==> src/rtl/ahb_arb_pkg.sv <==
// Shared encodings and helpers for the AHB round-robin arbiter.
// The macro AHB_ARB_BURST_HOLD_EN turns on the optional burst-hold logic.
package ahb_arb_pkg;

    typedef enum logic [1:0] {
        HTRANS_IDLE   = 2'd0,
        HTRANS_BUSY   = 2'd1,
        HTRANS_NONSEQ = 2'd2,
        HTRANS_SEQ    = 2'd3
    } htrans_e;

    typedef enum logic [2:0] {
        HBURST_SINGLE = 3'd0,
        HBURST_INCR   = 3'd1,
        HBURST_WRAP4  = 3'd2,
        HBURST_INCR4  = 3'd3,
        HBURST_WRAP8  = 3'd4,
        HBURST_INCR8  = 3'd5,
        HBURST_WRAP16 = 3'd6,
        HBURST_INCR16 = 3'd7
    } hburst_e;

    localparam int BEAT_CNT_W = 4;

    // Number of beats in a fixed-length burst; SINGLE and undefined-length INCR report 1.
    function automatic logic [4:0] burst_len(input logic [2:0] hburst);
        logic [4:0] len;
        case (hburst)
            3'd2, 3'd3: len = 5'd4;
            3'd4, 3'd5: len = 5'd8;
            3'd6, 3'd7: len = 5'd16;
            default:    len = 5'd1;
        endcase
        return len;
    endfunction

endpackage

==> src/rtl/ahb_rr_pick.sv <==
// Combinational rotate-priority picker: first requester after ptr_i (wrapping),
// with ptr_i itself scanned last.
module ahb_rr_pick #(
    parameter int N     = 3,
    parameter int IDX_W = 4
) (
    input  logic [N-1:0]     req_i,
    input  logic [IDX_W-1:0] ptr_i,
    output logic [N-1:0]     gnt_o,
    output logic [IDX_W-1:0] idx_o,
    output logic             valid_o
);

    localparam logic [N-1:0] ONE_HOT0 = {{(N-1){1'b0}}, 1'b1};

    int               cand;
    logic [IDX_W-1:0] cand_idx;
    logic             hit;

    // Scan offsets 1..N from the pointer and keep the first hit.
    always_comb begin
        valid_o  = 1'b0;
        idx_o    = '0;
        cand     = 0;
        cand_idx = '0;
        hit      = 1'b0;
        for (int off = 1; off <= N; off++) begin
            cand     = (int'(ptr_i) + off) % N;
            cand_idx = IDX_W'(cand);
            hit      = !valid_o && req_i[cand_idx];
            idx_o    = hit ? cand_idx : idx_o;
            valid_o  = valid_o | hit;
        end
        gnt_o = valid_o ? (ONE_HOT0 << idx_o) : '0;
    end

endmodule

==> src/rtl/ahb_rr_arbiter.sv <==
// AHB round-robin bus arbiter with HLOCK hold; optional burst hold when
// AHB_ARB_BURST_HOLD_EN is defined.
module ahb_rr_arbiter
    import ahb_arb_pkg::*;
#(
    parameter int NUM_MASTERS = 3,
    parameter int MASTER_BITS = 4,
    parameter int DEF_MASTER  = 0
) (
    input  logic                   HCLK,
    input  logic                   HRESETn,
    input  logic [NUM_MASTERS-1:0] HBUSREQ,
    input  logic [NUM_MASTERS-1:0] HLOCK,
    input  logic [1:0]             HTRANS,
    input  logic [2:0]             HBURST,
    input  logic                   HREADY,
    output logic [NUM_MASTERS-1:0] HGRANT,
    output logic [MASTER_BITS-1:0] HMASTER,
    output logic                   HMASTLOCK
);

    localparam logic [MASTER_BITS-1:0] DEF_IDX = MASTER_BITS'(DEF_MASTER);
    localparam logic [NUM_MASTERS-1:0] DEF_GNT =
        {{(NUM_MASTERS-1){1'b0}}, 1'b1} << DEF_MASTER;

    logic [NUM_MASTERS-1:0] grant_q, grant_d;
    // The rr pointer always names the current grant holder, so it doubles as the owner index.
    logic [MASTER_BITS-1:0] ptr_q, ptr_d;
    logic [MASTER_BITS-1:0] master_q, master_d;
    logic                   mlock_q, mlock_d;

    logic [NUM_MASTERS-1:0] pick_gnt_s;
    logic [MASTER_BITS-1:0] pick_idx_s;
    logic                   pick_valid_s;
    logic                   lock_hold_s;
    logic                   burst_hold_s;

    ahb_rr_pick #(
        .N     (NUM_MASTERS),
        .IDX_W (MASTER_BITS)
    ) u_pick (
        .req_i   (HBUSREQ),
        .ptr_i   (ptr_q),
        .gnt_o   (pick_gnt_s),
        .idx_o   (pick_idx_s),
        .valid_o (pick_valid_s)
    );

    assign lock_hold_s = HLOCK[ptr_q] & HBUSREQ[ptr_q];

`ifdef AHB_ARB_BURST_HOLD_EN
    logic [BEAT_CNT_W-1:0] beat_cnt_q, beat_cnt_d;
    logic [4:0]            blen_s;

    assign blen_s = burst_len(HBURST);

    // Freeze from the NONSEQ of a fixed burst until the last beat's address (counter==1);
    // an IDLE ends the burst early and releases the grant in that same cycle.
    assign burst_hold_s = ((HTRANS == HTRANS_NONSEQ) && (blen_s > 5'd1)) ||
                          (((HTRANS == HTRANS_SEQ) || (HTRANS == HTRANS_BUSY)) &&
                           (beat_cnt_q > 4'd1));

    // Beat counter next-state: load on burst start, count SEQ beats, clear on IDLE.
    always_comb begin
        beat_cnt_d = beat_cnt_q;
        if (HREADY) begin
            case (HTRANS)
                HTRANS_NONSEQ: beat_cnt_d = (blen_s > 5'd1) ? BEAT_CNT_W'(blen_s - 5'd1) : beat_cnt_q;
                HTRANS_SEQ:    beat_cnt_d = (beat_cnt_q != 4'd0) ? (beat_cnt_q - 4'd1) : 4'd0;
                HTRANS_IDLE:   beat_cnt_d = 4'd0;
                default:       beat_cnt_d = beat_cnt_q;
            endcase
        end else begin
            beat_cnt_d = beat_cnt_q;
        end
    end

    // Beat counter register.
    always_ff @(posedge HCLK or negedge HRESETn) begin
        if (!HRESETn) begin
            beat_cnt_q <= 4'd0;
        end else begin
            beat_cnt_q <= beat_cnt_d;
        end
    end
`else
    logic unused_s;
    assign unused_s     = ^{HTRANS, HBURST};
    assign burst_hold_s = 1'b0;
`endif

    // Arbitration next-state; everything holds while HREADY is low.
    always_comb begin
        grant_d  = grant_q;
        ptr_d    = ptr_q;
        master_d = master_q;
        mlock_d  = mlock_q;
        if (HREADY) begin
            master_d = ptr_q;
            mlock_d  = HLOCK[ptr_q];
            if (lock_hold_s || burst_hold_s) begin
                grant_d = grant_q;
                ptr_d   = ptr_q;
            end else if (pick_valid_s) begin
                grant_d = pick_gnt_s;
                ptr_d   = pick_idx_s;
            end else begin
                grant_d = DEF_GNT;
                ptr_d   = DEF_IDX;
            end
        end else begin
            grant_d = grant_q;
            ptr_d   = ptr_q;
        end
    end

    // Grant, pointer, master and lock registers.
    always_ff @(posedge HCLK or negedge HRESETn) begin
        if (!HRESETn) begin
            grant_q  <= DEF_GNT;
            ptr_q    <= DEF_IDX;
            master_q <= DEF_IDX;
            mlock_q  <= 1'b0;
        end else begin
            grant_q  <= grant_d;
            ptr_q    <= ptr_d;
            master_q <= master_d;
            mlock_q  <= mlock_d;
        end
    end

    assign HGRANT    = grant_q;
    assign HMASTER   = master_q;
    assign HMASTLOCK = mlock_q;

endmodule

==> config.mk <==
export PLATFORM = sky130hd
export DESIGN_NAME = ahb_rr_arbiter
export DESIGN_NICKNAME = d
export VERILOG_FILES = /design/src/rtl/ahb_arb_pkg.sv /design/src/rtl/ahb_rr_pick.sv /design/src/rtl/ahb_rr_arbiter.sv
export SDC_FILE = /design/constraint.sdc
export NUM_CORES = 1
export LEC_CHECK = 0
export BUFFER_PORTS_ARGS = -buffer_cell sky130_fd_sc_hd__buf_2
export CAP_MARGIN = 10
export CORE_MARGIN = 2
export CORE_UTILIZATION = 55
export DETAILED_ROUTE_END_ITERATION = 6
export GPL_ROUTABILITY_DRIVEN = 0
export PLACE_DENSITY_LB_ADDON = 0.12
export SYNTH_ARGS = -nofsm -noshare
export SYNTH_HDL_FRONTEND = slang
export SYNTH_HIERARCHICAL = 1
export SYNTH_SLANG_ARGS = --single-unit
==> constraint.sdc <==
create_clock -name HCLK -period 6 [get_ports HCLK]
set_input_delay 0.6 -clock HCLK [delete_from_list [all_inputs] [get_ports HCLK]]
set_output_delay 0.6 -clock HCLK [all_outputs]
set_load 0.03 [all_outputs]
Word level (Yosys, flattened, before mapping)
Cells that the tools add are included.
{ "word_totals": {"latch_bits": 0, "register_bits": 12, "ram_bits": 0, "n_memories": 0, "in_bits": 14, "output_inout_bits": 8, "rom_bits": 0} }
{ "classes": {"order_cmp": 4, "n_div": 3, "n_shift": 1, "bitwise_logic": 4, "n_eq_ne": 0, "mul": 0, "muxes": 15, "addsub": 3, "n_reduce_logical": 5} }
{ "ops": {"columns": ["op", "n"], "rows": [
  ["modulo 32 x 3 -> 32 bit, second input constant", 3],
  ["< comparator 4 x 3 -> 1 bit, second input constant", 4],
  ["2-to-1 mux 4 bit", 4],
  ["adder 4 x 2 -> 5 bit, second input constant", 2],
  ["binary-select mux 1 bit (select 2 bit)", 5],
  ["adder 4 x 1 -> 5 bit, second input constant", 1],
  ["2-to-1 mux 1 bit", 5],
  ["left shift 1 x 4 -> 3 bit, first input constant", 1],
  ["2-to-1 mux 3 bit", 1],
  ["logical AND 1 bit", 2],
  ["logical NOT 1 bit", 2],
  ["OR 1 bit", 2],
  ["AND reduction 2 bit", 1],
  ["AND 1 bit", 1],
  ["NOT 1 bit", 1]
]} }

Logic depth before layout (Yosys ltp)
Gate-level depths: netlist of run 1.
{ "depth": {"depth_word": 12, "depth_mapped": 25, "mapped_depth_nobuf": 24} }

Cells and area by module
Netlist of run 1, hierarchy kept.
{ "by_module_without_submodules": {"columns": ["mod", "instances", "area_per_inst_um2", "cells_per_inst"], "rows": [
  ["ahb_rr_pick", 1, 1785.5, 255],
  ["ahb_rr_arbiter", 1, 548.0, 40]
]} }

Least setup slack after synthesis of run 1
No wires, ideal clock.
{ "synth_timing": {"path_type": "register to register", "from": "reg ptr_q[1]", "to": "reg grant_q[0] (netlist: HGRANT[0])", "setup_slack_ns": 0.271, "arrival_ns": 5.670, "setup_ns": 0.059, "period_less_slack_ns": 5.729, "stages_incl_launch_ff": 25, "path_cell_list": "dfrtp_1 -> ha_1 -> buf_2 -> xor2_1 -> ha_1 -> or3b_1 -> and3_4 -> o22ai_1 -> o21ai_0 -> ha_1 -> nor2_1 -> o311a_1 -> nand4_2 -> xnor2_1 -> inv_1 -> ha_1 -> nor2_1 -> nand2_1 -> a311oi_4 -> nand2_1 -> o31ai_2 -> mux2_2 -> nor4_2 -> nand2b_1 -> mux2_4"} }
{ "synth_between": {"elab_chain_cells": 12, "word_cells_on_any_way": 30} }
{ "synth_lines": {"columns": ["element", "line_no", "text"], "rows": [
  ["start: declaration", "ahb_rr_arbiter.sv:28", "logic [MASTER_BITS-1:0] ptr_q, ptr_d;"],
  ["start signal: assignment", "ahb_rr_arbiter.sv:126", "ptr_q <= ptr_d;"],
  ["adder 4 x 1 -> 5 bit", "ahb_rr_pick.sv:28", "cand = (int'(ptr_i) + off) % N;"],
  ["modulo 32 x 3 -> 32 bit", "ahb_rr_pick.sv:28", null],
  ["binary-select mux 1 bit (select 2 bit)", "ahb_rr_pick.sv:30", "hit = !valid_o && req_i[cand_idx];"],
  ["2-to-1 mux 1 bit (implied by the code)", "ahb_rr_pick.sv:30", null],
  ["logical NOT 1 bit", "ahb_rr_pick.sv:30", null],
  ["logical AND 1 bit", "ahb_rr_pick.sv:30", null],
  ["OR 1 bit", "ahb_rr_pick.sv:32", "valid_o = valid_o | hit;"],
  ["logical NOT 1 bit", "ahb_rr_pick.sv:30", null],
  ["logical AND 1 bit", "ahb_rr_pick.sv:30", null],
  ["2-to-1 mux 4 bit *", "ahb_rr_pick.sv:31", "idx_o = hit ? cand_idx : idx_o;"],
  ["left shift 1 x 4 -> 3 bit *", "ahb_rr_pick.sv:34", "gnt_o = valid_o ? (ONE_HOT0 << idx_o) : '0;"],
  ["named net pick_gnt_s[0]", "ahb_rr_arbiter.sv:32", "logic [NUM_MASTERS-1:0] pick_gnt_s;"],
  ["2-to-1 mux 3 bit *", "ahb_rr_arbiter.sv:104", "end else if (pick_valid_s) begin"],
  ["end signal: assignment", "ahb_rr_arbiter.sv:125", "grant_q <= grant_d;"],
  ["end: declaration", "ahb_rr_arbiter.sv:26", "logic [NUM_MASTERS-1:0] grant_q, grant_d;"]
]} }
Mark *: on every way through the listed nets, which the timed path passes. The rest lies on a longest branch. The select of a mux whose other input is x is not followed.
A chain may end at the register's enable or synchronous reset.

Worst setup path in the final report of run 1
{ "layout_timing": {"from": "reg ptr_q[1]", "to": "reg grant_q[0] (netlist: HGRANT[0])"} }
{ "layout_between": {"elab_chain_cells": 12, "word_cells_on_any_way": 30} }
{ "layout_lines": {"columns": ["element", "line_no", "text"], "rows": [
  ["adder 4 x 1 -> 5 bit", "ahb_rr_pick.sv:28", null],
  ["modulo 32 x 3 -> 32 bit", "ahb_rr_pick.sv:28", null],
  ["binary-select mux 1 bit (select 2 bit)", "ahb_rr_pick.sv:30", null],
  ["2-to-1 mux 1 bit (implied by the code)", "ahb_rr_pick.sv:30", null],
  ["logical NOT 1 bit", "ahb_rr_pick.sv:30", null],
  ["logical AND 1 bit", "ahb_rr_pick.sv:30", null],
  ["OR 1 bit", "ahb_rr_pick.sv:32", null],
  ["logical NOT 1 bit", "ahb_rr_pick.sv:30", null],
  ["logical AND 1 bit", "ahb_rr_pick.sv:30", null],
  ["2-to-1 mux 4 bit *", "ahb_rr_pick.sv:31", null],
  ["named net pick_idx_s[0]", "ahb_rr_arbiter.sv:33", "logic [MASTER_BITS-1:0] pick_idx_s;"],
  ["left shift 1 x 4 -> 3 bit *", "ahb_rr_pick.sv:34", null],
  ["named net pick_gnt_s[0]", "ahb_rr_arbiter.sv:32", null],
  ["2-to-1 mux 3 bit *", "ahb_rr_arbiter.sv:104", null]
]} }
Marks and branches as above.

==> impl_metrics.json, run 1 <==
{
  "async_reset_ff_frac": 1.00,
  "cts_buffer_depth": 2,
  "cp.arrival_ns": 5.78,
  "post-route-period-util": 0.932,
  "yosysUniqueCellTypes": 77,
  "relSlewSlack": 0.500,
  "syn_nets": 328,
  "slew_viol_final": 0,
  "vias_per_cell": 6.30,
  "max-cap-violations": 0,
  "ys_dominant_reg_cell": "dfrtp_1",
  "critPathMaxStageDelay_ns": 0.46,
  "io_buffers": 16,
  "post_cts.repair.setup_buffers": 0,
  "netlist.area_leader.share": 0.118,
  "rows": 23,
  "synth-edff-count": 0,
  "synth_area_leaders": "dfrtp_1 (12%), ha_1 (10%), mux2i_1 (5.6%), nand2_1 (4.5%), mux2_2 (3.4%)",
  "min-delay-path-class": "input port to async pin",
  "top_level_ports": 22,
  "area_growth_pct": 10.4,
  "final.setup.tns_ns": 0,
  "yosysWarnings": 6,
  "stdcell_count": 363,
  "wire_per_inst_um": 16.6,
  "grt_pass1_wl_um": 10400,
  "critPathMaxFanout": 7,
  "hold_violations": 0,
  "synth_area_um2": 2330,
  "cpLargestDelayFamily": "simple AND/OR/NAND/NOR gates",
  "ctsResizeCount": 0,
  "top_layer": "met4",
  "cpMostUsedCell": "ha_1",
  "fin_hold_ws_ns": 0.229,
  "met1_length_um": 2860,
  "ctsHoldBuffers": 0,
  "start_util": 0.579,
  "fin_crit_ns": 5.59,
  "antenna_cells": 0,
  "finalClockSkew_ns": 0.00812,
  "nNetsFinal": 347,
  "die_h_um": 69.1,
  "critPathRequiredTime_ns": 6.19,
  "synth_area_leader_cell": "dfrtp_1",
  "drc": 0,
  "cts_sinks": 12,
  "syn_area_per_cell_um2": 7.91,
  "end_kind": "register",
  "worst-path-buf-inv": 1,
  "outcome": "finished, final reports clean",
  "wl_um": 6010,
  "dp_cells": 359,
  "coreArea_um2": 4030,
  "finalSetupViolCount": 0,
  "path_cells": "ha_1 > xor2_1 > ha_1 > or3b_1 > a21oi_1 > o22ai_2 > o21ai_0 > ha_1 > nor2_1 > o311a_1 > nand4_2 > xnor2_1 > inv_1 > ha_1 > nor2_1 > nand2_1 > a311oi_4 > nand2_1 > or3_1 > a311o_1 > nor4_2 > nand2b_1 > mux2_4",
  "die_width_um": 69.1,
  "met3_length_um": 165,
  "cts.clk_slew.worst_paths_ns": 0.06,
  "first_pass_iters": 4,
  "grt_max_degree": 30,
  "htreeDepth": 1,
  "cts-root-buf": "clkbuf_8",
  "start_kind": "register",
  "yosysSeqAreaShare": 0.129,
  "cp_slowest_cell": "dfrtp_2",
  "drt-initial-drc-count": 156,
  "grt_usage": 0.256,
  "syn_inst": 295,
  "fmax_ghz": 0.179,
  "worst_slew_pin_slew_ns": 0.748,
  "worstSkewPairLatency_ns": 0.25,
  "grt_antenna_before_repair": 0,
  "die_area_um2": 4780,
  "via_count": 2287,
  "ant_nets": 0,
  "gr-total-overflow": 0,
  "cts_buffers": 3,
  "critical_path_class": "register to register",
  "cts_tree": "yes",
  "dpl.hpwl_um": 4570,
  "ys_ff_latch": 12,
  "routed-wl-met2_um": 2950,
  "grt_pass1_vias": 2248,
  "drive_above_1_share": 0.227
}
[per-layer routing]
layer	vias up	track usage
li1	1156	-
met1	1084	0.349
met2	43	0.438
met3	4	0.0249
met4	0	0.0566
met5	-	0
[worst reg2reg max path, cell delays in order (launching register included)]
cell      delay, ns
dfrtp_2        0.46
ha_1           0.24
xor2_1         0.14
ha_1           0.17
or3b_1         0.41
a21oi_1        0.33
o22ai_2        0.16
o21ai_0        0.33
ha_1           0.28
nor2_1         0.08
o311a_1        0.17
nand4_2        0.17
xnor2_1        0.17
inv_1          0.07
ha_1           0.22
nor2_1         0.15
nand2_1        0.14
a311oi_4       0.39
nand2_1        0.19
or3_1          0.40
a311o_1        0.37
nor4_2         0.21
nand2b_1       0.13
mux2_4         0.15
[Yosys cell counts (5+ instances only)]
master    instances
a21oi_1          14
nand2_1          28
nand3_1          14
a31o_2            7
xnor2_1           5
o21ai_0           9
mux2i_1          13
nor3_1            8
ha_1             19
inv_1            19
clkbuf_1          6
and3_2            5
mux2_2            7
o22ai_1           6
nand2b_1          9
dfrtp_1          11
o21a_1            5
nor2_1           15
[cell families (layout without fill, tap and decap cells)]
kind of cell	after synthesis	in the layout	synth area share
muxes	23	23	0.107
xor gates and xnor gates	10	10	0.0456
adders and majority gates	19	19	0.102
DFF	12	12	0.129
and+or+nand+nor	114	114	0.271
buffers and inverters	30	48	0.0515
AOI/OAI and AO/OA	87	87	0.293
[state kept, by name, indices dropped and copies added, names as in the netlist]
signal and flops:
ptr_q 4, HMASTLOCK 1, HMASTER 4, HGRANT 3
[area by class of cell]
| class | instances | area, um2 |
|---|---|---|
| clock buffer | 4 | 45.0 |
| inverter | 20 | 75.1 |
| timing repair buffer | 24 | 140 |
| tap | 50 | 62.6 |
| sequential | 12 | 304 |
| multi-input combinational | 253 | 1950 |
| fill | 371 | 1450 |
[through the flow]
step	setup slack (ns)	area (um2)	utilization
floorplan	0.271	2330	-
global placement	0.332	2490	0.618
detailed placement	0.129	2490	0.618
CTS	0.0816	2540	0.630
global route	-0.00628	2580	0.639
finish	0.411	2580	0.639
[cells in the final DEF (no fill, tap or decap), types with 4 or more instances in the layout]
| cell type | count |
|---|---|
| buf_2 | 16 |
| o21ai_0 | 9 |
| nand2_1 | 28 |
| nand3_1 | 14 |
| inv_1 | 19 |
| xor2_1 | 4 |
| xnor2_1 | 5 |
| nand2b_1 | 9 |
| o22ai_1 | 5 |
| nor3_1 | 7 |
| mux2i_1 | 13 |
| a21oi_1 | 13 |
| nor3b_1 | 4 |
| a31o_2 | 7 |
| nor2_1 | 15 |
| nand4_1 | 4 |
| and3_2 | 5 |
| o21a_1 | 5 |
| or3_1 | 4 |
| ha_1 | 19 |
| buf_4 | 8 |
| dfrtp_1 | 9 |
| mux2_2 | 7 |
| a21boi_0 | 4 |
| nor2b_1 | 4 |
[final timing paths]
| path | slack (ns) | end | cells after the start | startpoint |
|---|---|---|---|---|
| setup / recovery | 0.41 | HGRANT[0] | 23 | ptr_q[1] |
| hold / removal | 0.23 | HMASTER[1] | 1 | HRESETn |
| setup reg to reg | 0.41 | HGRANT[0] | 23 | ptr_q[1] |
| hold reg to reg | 0.49 | HMASTLOCK | 1 | HMASTLOCK |
| max in group asynchronous | 5.48 | HGRANT[0] | 1 | HRESETn |
| min in group HCLK | 0.49 | HMASTLOCK | 1 | HMASTLOCK |
Power of run 1 is not shown: default switching activity piles up to over one toggle a cycle in this logic, so the estimate is an artifact.
==> run 2: changes to the inputs <==
- SLEW_MARGIN: default -> 0
- SYNTH_HIERARCHICAL: 1 -> default
==> run 2 against run 1 <==
Compared with the run above:
- flip-flop and latch count stayed put
- clock skew is 0.00071 ns higher
- cell area is 2.6% lower
- sequential share of layout area is 0.21 points higher
- highest routed layer unchanged
- fmax is 2.2% higher
- global-route usage is 0.56 points lower
- die area is 1.3% lower
- area after synthesis is 1.3% lower
- setup slack better by 0.12 ns
- first-iteration DRC count is 3.2% higher
==> impl_metrics.json, run 2 <==
{
  "outcome": "finished, final reports clean",
  "ctsResizeCount": 0,
  "via_count": 2362,
  "cts_tree": "yes",
  "yosysWarnings": 0,
  "worstSkewPairLatency_ns": 0.25,
  "syn_area_per_cell_um2": 7.38,
  "top_level_ports": 22,
  "stdcell_count": 374,
  "layout_commonest_cell": "nand2_1",
  "cts.clk_slew.worst_paths_ns": 0.06,
  "synth-xor-area-share": 0.0489,
  "htreeDepth": 1,
  "synth_area_um2": 2300,
  "cts_buffers": 3,
  "netlist.area_leader.share": 0.120,
  "cts_sinks": 12,
  "grt_pass1_wl_um": 9230,
  "grt_pass1_vias": 2000,
  "synth_area_leader_cell": "dfrtp_1",
  "path_cells": "ha_2 > xor2_1 > ha_1 > nor3b_1 > nor2_1 > mux2_2 > ha_1 > a211oi_1 > nand3_1 > xnor2_1 > inv_1 > ha_1 > a211oi_1 > a21bo_2 > o31ai_2 > and3_1 > nand2_1 > a22oi_2 > o21ai_1",
  "post-route-period-util": 0.912,
  "dpl.hpwl_um": 4360,
  "fmax_ghz": 0.183,
  "dp_cells": 370,
  "die_width_um": 68.7,
  "start_kind": "register",
  "rsz0062_at_grt": "no",
  "grt_max_degree": 18,
  "synth_common_cells": "nand2_1 (35), ha_1 (21), a21oi_1 (20)",
  "critPathMaxFanout": 11,
  "post_cts.repair.setup_buffers": 0,
  "gr-total-overflow": 0,
  "cp.arrival_ns": 5.59,
  "first_pass_iters": 4,
  "grt_usage": 0.251,
  "rows": 23,
  "slew_viol_final": 0,
  "layout_common_cells": "nand2_1 (35), a21oi_1 (20), ha_1 (20)",
  "ant_nets": 0,
  "syn_inst": 312,
  "nNetsFinal": 360,
  "drc": 0,
  "async_reset_ff_frac": 1.00,
  "yosysSeqAreaShare": 0.131,
  "wire_per_inst_um": 15.2,
  "io_buffers": 16,
  "synth_mux_area_frac": 0.0929,
  "drive_above_1_share": 0.164,
  "cp_slowest_cell": "dfrtp_1",
  "die_h_um": 68.7,
  "yosysUniqueCellTypes": 61,
  "syn_nets": 347,
  "wl_um": 5700,
  "hold_violations": 0,
  "min-delay-path-class": "input port to async pin",
  "start_util": 0.571,
  "grt_antenna_before_repair": 0,
  "synthAdderAreaFrac": 0.114,
  "synth_area_leaders": "dfrtp_1 (12%), ha_1 (11%), nand2_1 (5.7%), mux2_2 (5.4%), a21oi_1 (4.3%)",
  "coreArea_um2": 4030,
  "yosys.area_share.simple": 0.265,
  "end_kind": "register",
  "worst_slew_pin_slew_ns": 0.597,
  "critPathRequiredTime_ns": 6.12,
  "die_area_um2": 4720,
  "relSlewSlack": 0.600,
  "ctsHoldBuffers": 0,
  "finalClockSkew_ns": 0.00883,
  "ys_dominant_reg_cell": "dfrtp_1",
  "max-cap-violations": 0,
  "synth-edff-count": 0,
  "yosysMostFrequentCell": "nand2_1",
  "critPathMaxStageDelay_ns": 0.52,
  "critical_path_class": "register to register",
  "area_growth_pct": 9.02,
  "cts_buffer_depth": 2,
  "antenna_cells": 0,
  "drt-initial-drc-count": 161,
  "fin_crit_ns": 5.47,
  "ys_ff_latch": 12,
  "cts-root-buf": "clkbuf_8",
  "vias_per_cell": 6.32,
  "final.setup.tns_ns": 0,
  "synth-compound-area-share": 0.292,
  "cpMostUsedCell": "ha_1",
  "finalSetupViolCount": 0,
  "synth_top_family_by_area": "compound AO/OA/AOI/OAI gates"
}
-- run 2: cell type report --
type | instances | area (um2)
multi-input combinational | 268 | 1900
sequential | 12 | 302
clock buffer | 4 | 55.1
timing repair buffer | 22 | 125
inverter | 18 | 67.6
tap | 50 | 62.6
fill | 367 | 1520
-- run 2: kinds of logic (layout without fill, tap and decap cells) --
group                    Yosys count  count (layout)
XOR/XNOR                          12              12
adder cells (fa/ha/maj)           21              21
AO/OA/AOI/OAI                     95              95
multiplexers                      20              20
flip-flops                        12              12
AND/OR/NAND/NOR                  120             120
buffers and inverters             32              44
-- run 2: layer usage --
metal | vias to the layer above | part of all wire | track usage
met1 | 1114 | 0.51 | 0.370
met3 | 2 | 0.041 | 0.0373
met5 | - | 0 | 0
met2 | 64 | 0.45 | 0.404
met4 | 0 | 0.0014 | 0.0123
li1 | 1182 | - | -
-- run 2: final timing paths --
kind / end / start / slack, ns / cells past startpoint
setup / recovery: HGRANT[1] / ptr_q[1] / 0.53 / 19
hold / removal: HMASTER[3] / HRESETn / 0.23 / 1
setup reg to reg: HGRANT[1] / ptr_q[1] / 0.53 / 19
hold reg to reg: HGRANT[2] / HGRANT[2] / 0.48 / 2
max in group asynchronous: HGRANT[0] / HRESETn / 5.48 / 1
min in group HCLK: HGRANT[2] / HGRANT[2] / 0.48 / 2
-- run 2: metrics by stage --
| stage | setup WS, ns | utilization | hold WS [ns] | cell area, um2 |
|---|---|---|---|---|
| after floorplan | 1.00 | - | 0.304 | 2300 |
| after CTS | 0.360 | 0.616 | 0.232 | 2480 |
| after detailed placement | 0.392 | 0.602 | 0.474 | 2430 |
| final | 0.530 | 0.623 | 0.228 | 2510 |
| after global placement | 0.493 | 0.602 | 0.467 | 2430 |
| after global routing | 0.0978 | 0.623 | 0.245 | 2510 |
-- run 2: critical path, delay by kind of cell, from the launching register on --
family,cells,cell delay [ns]
compound gates,6,1.66
simple gates,5,0.98
fa+ha+maj,4,1.15
mux,1,0.29
xor+xnor,2,0.60
buf+inv,1,0.12
flops,1,0.52
Power of run 2 is left out for the same reason.
==> run 3: changes to the inputs <==
- CORE_UTILIZATION: 55 -> 56
- CTS_BUF_LIST: default -> sky130_fd_sc_hd__clkbuf_4
==> run 3 against run 2 <==
Compared with the run above:
- fmax is 0.39% lower
- clock skew is 0.0030 ns higher
- via count is 1.5% lower
- critical path type unchanged
- highest routed layer unchanged
==> impl_metrics.json, run 3 (same netlist as run 2, synthesis figures left out) <==
{
  "fillCellCount": 381,
  "drc": 0,
  "critPathRequiredTime_ns": 6.16,
  "fmax_ghz": 0.182,
  "wl_um": 5670,
  "area_growth_pct": 7.72,
  "relSlewSlack": 0.531,
  "outcome": "finished, final reports clean",
  "cts-root-buf": "clkbuf_4",
  "rsz0062_at_grt": "no",
  "start_kind": "register",
  "antenna_cells": 0,
  "die_width_um": 68.1,
  "drive_above_1_share": 0.156,
  "cp.arrival_ns": 5.65,
  "end_kind": "register",
  "grt_pass1_vias": 2025,
  "critPathMaxFanout": 8,
  "final.setup.tns_ns": 0,
  "dpl.hpwl_um": 4350,
  "grt_usage": 0.261,
  "nNetsFinal": 362,
  "slew_viol_final": 0,
  "die_h_um": 68.1,
  "top_level_ports": 22,
  "cts_tree": "yes",
  "fin_crit_ns": 5.49,
  "layout_common_cells": "nand2_1 (35), ha_1 (21), a21oi_1 (20)",
  "grt_antenna_before_repair": 0,
  "layout_commonest_cell": "nand2_1",
  "post-route-period-util": 0.915,
  "rows": 23,
  "coreArea_um2": 3970,
  "grt_max_degree": 18,
  "met3_length_um": 220,
  "worst_slew_pin_slew_ns": 0.694,
  "critical_path_class": "register to register",
  "io_buffers": 16,
  "gr-total-overflow": 0,
  "finalClockSkew_ns": 0.0119,
  "top_layer": "met4",
  "die_area_um2": 4640,
  "met1_length_um": 2980,
  "via_count": 2327,
  "cts_buffer_depth": 2,
  "wire_per_inst_um": 15.1,
  "drt-initial-drc-count": 198,
  "max-cap-violations": 0,
  "min-delay-path-class": "input port to async pin",
  "hold_violations": 0,
  "cts_sinks": 12,
  "htreeDepth": 1,
  "cts_buffers": 3,
  "ant_nets": 0,
  "routed-wl-met2_um": 2460,
  "cts.clk_slew.worst_paths_ns": 0.08,
  "start_util": 0.580,
  "vias_per_cell": 6.19,
  "worstSkewPairLatency_ns": 0.29,
  "grt_pass1_wl_um": 9470,
  "finalSetupViolCount": 0,
  "first_pass_iters": 4
}
[run 3: final cells by class]
type | count | area [um2] | share of cell area
multi-input cells | 268 | 1880 | 0.757
flip-flops and latches | 12 | 302 | 0.122
repair buffers | 24 | 140 | 0.0565
inverters | 18 | 67.6 | 0.0272
well taps | 50 | 62.6 | 0.0252
clock buffers | 4 | 30.0 | 0.0121
[run 3: path summary, 6_finish.rpt]
path	slack, ns	endpoint	start	cells past startpoint
worst max-delay path	0.51	HGRANT[1]	ptr_q[1]	19
worst min-delay path	0.17	HMASTLOCK	HRESETn	1
worst max register to register	0.51	HGRANT[1]	ptr_q[1]	19
worst min register to register	0.49	HGRANT[1]	HGRANT[1]	2
max in group asynchronous	5.55	HGRANT[0]	HRESETn	1
min in group HCLK	0.49	HGRANT[1]	HGRANT[1]	2
[run 3: metrics by stage]
stage	instances	instance area [um2]	worst slack [ns]	util	hold slack [ns]
final	376	2480	0.509	0.624	0.169
after CTS	376	2470	0.452	0.623	0.165
after floorplan	312	2300	1.00	-	0.304
after detailed placement	372	2440	0.459	0.615	0.474
after global placement	372	2440	0.610	0.615	0.467
after global routing	376	2480	0.0886	0.624	0.174
[run 3: timing repair]
action                     in CTS  in global routing
hold buffers                    0                  0
buffers inserted                0                  0
gates resized for setup         0                  2
setup endpoints to repair       0                  4
[run 3: critical path, stage by stage, from the launching register on]
cell	delay (ns)
dfrtp_1	0.42
buf_4	0.18
ha_1	0.26
xnor2_2	0.32
a21oi_1	0.14
ha_1	0.31
a41oi_1	0.58
nand2_1	0.23
a211oi_1	0.45
nand2_1	0.16
xnor2_1	0.19
ha_1	0.23
or4_1	0.52
a21oi_1	0.23
nand2_2	0.13
or2_1	0.31
and3_1	0.21
and3_1	0.17
a22oi_2	0.22
o21ai_1	0.11
[run 3: routing by layer]
metal,global-route usage,vias up
li1,-,1190
met1,0.392,1086
met2,0.399,49
met3,0.0329,2
met4,0.0475,0
met5,0,-
Power of run 3 is left out for the same reason.
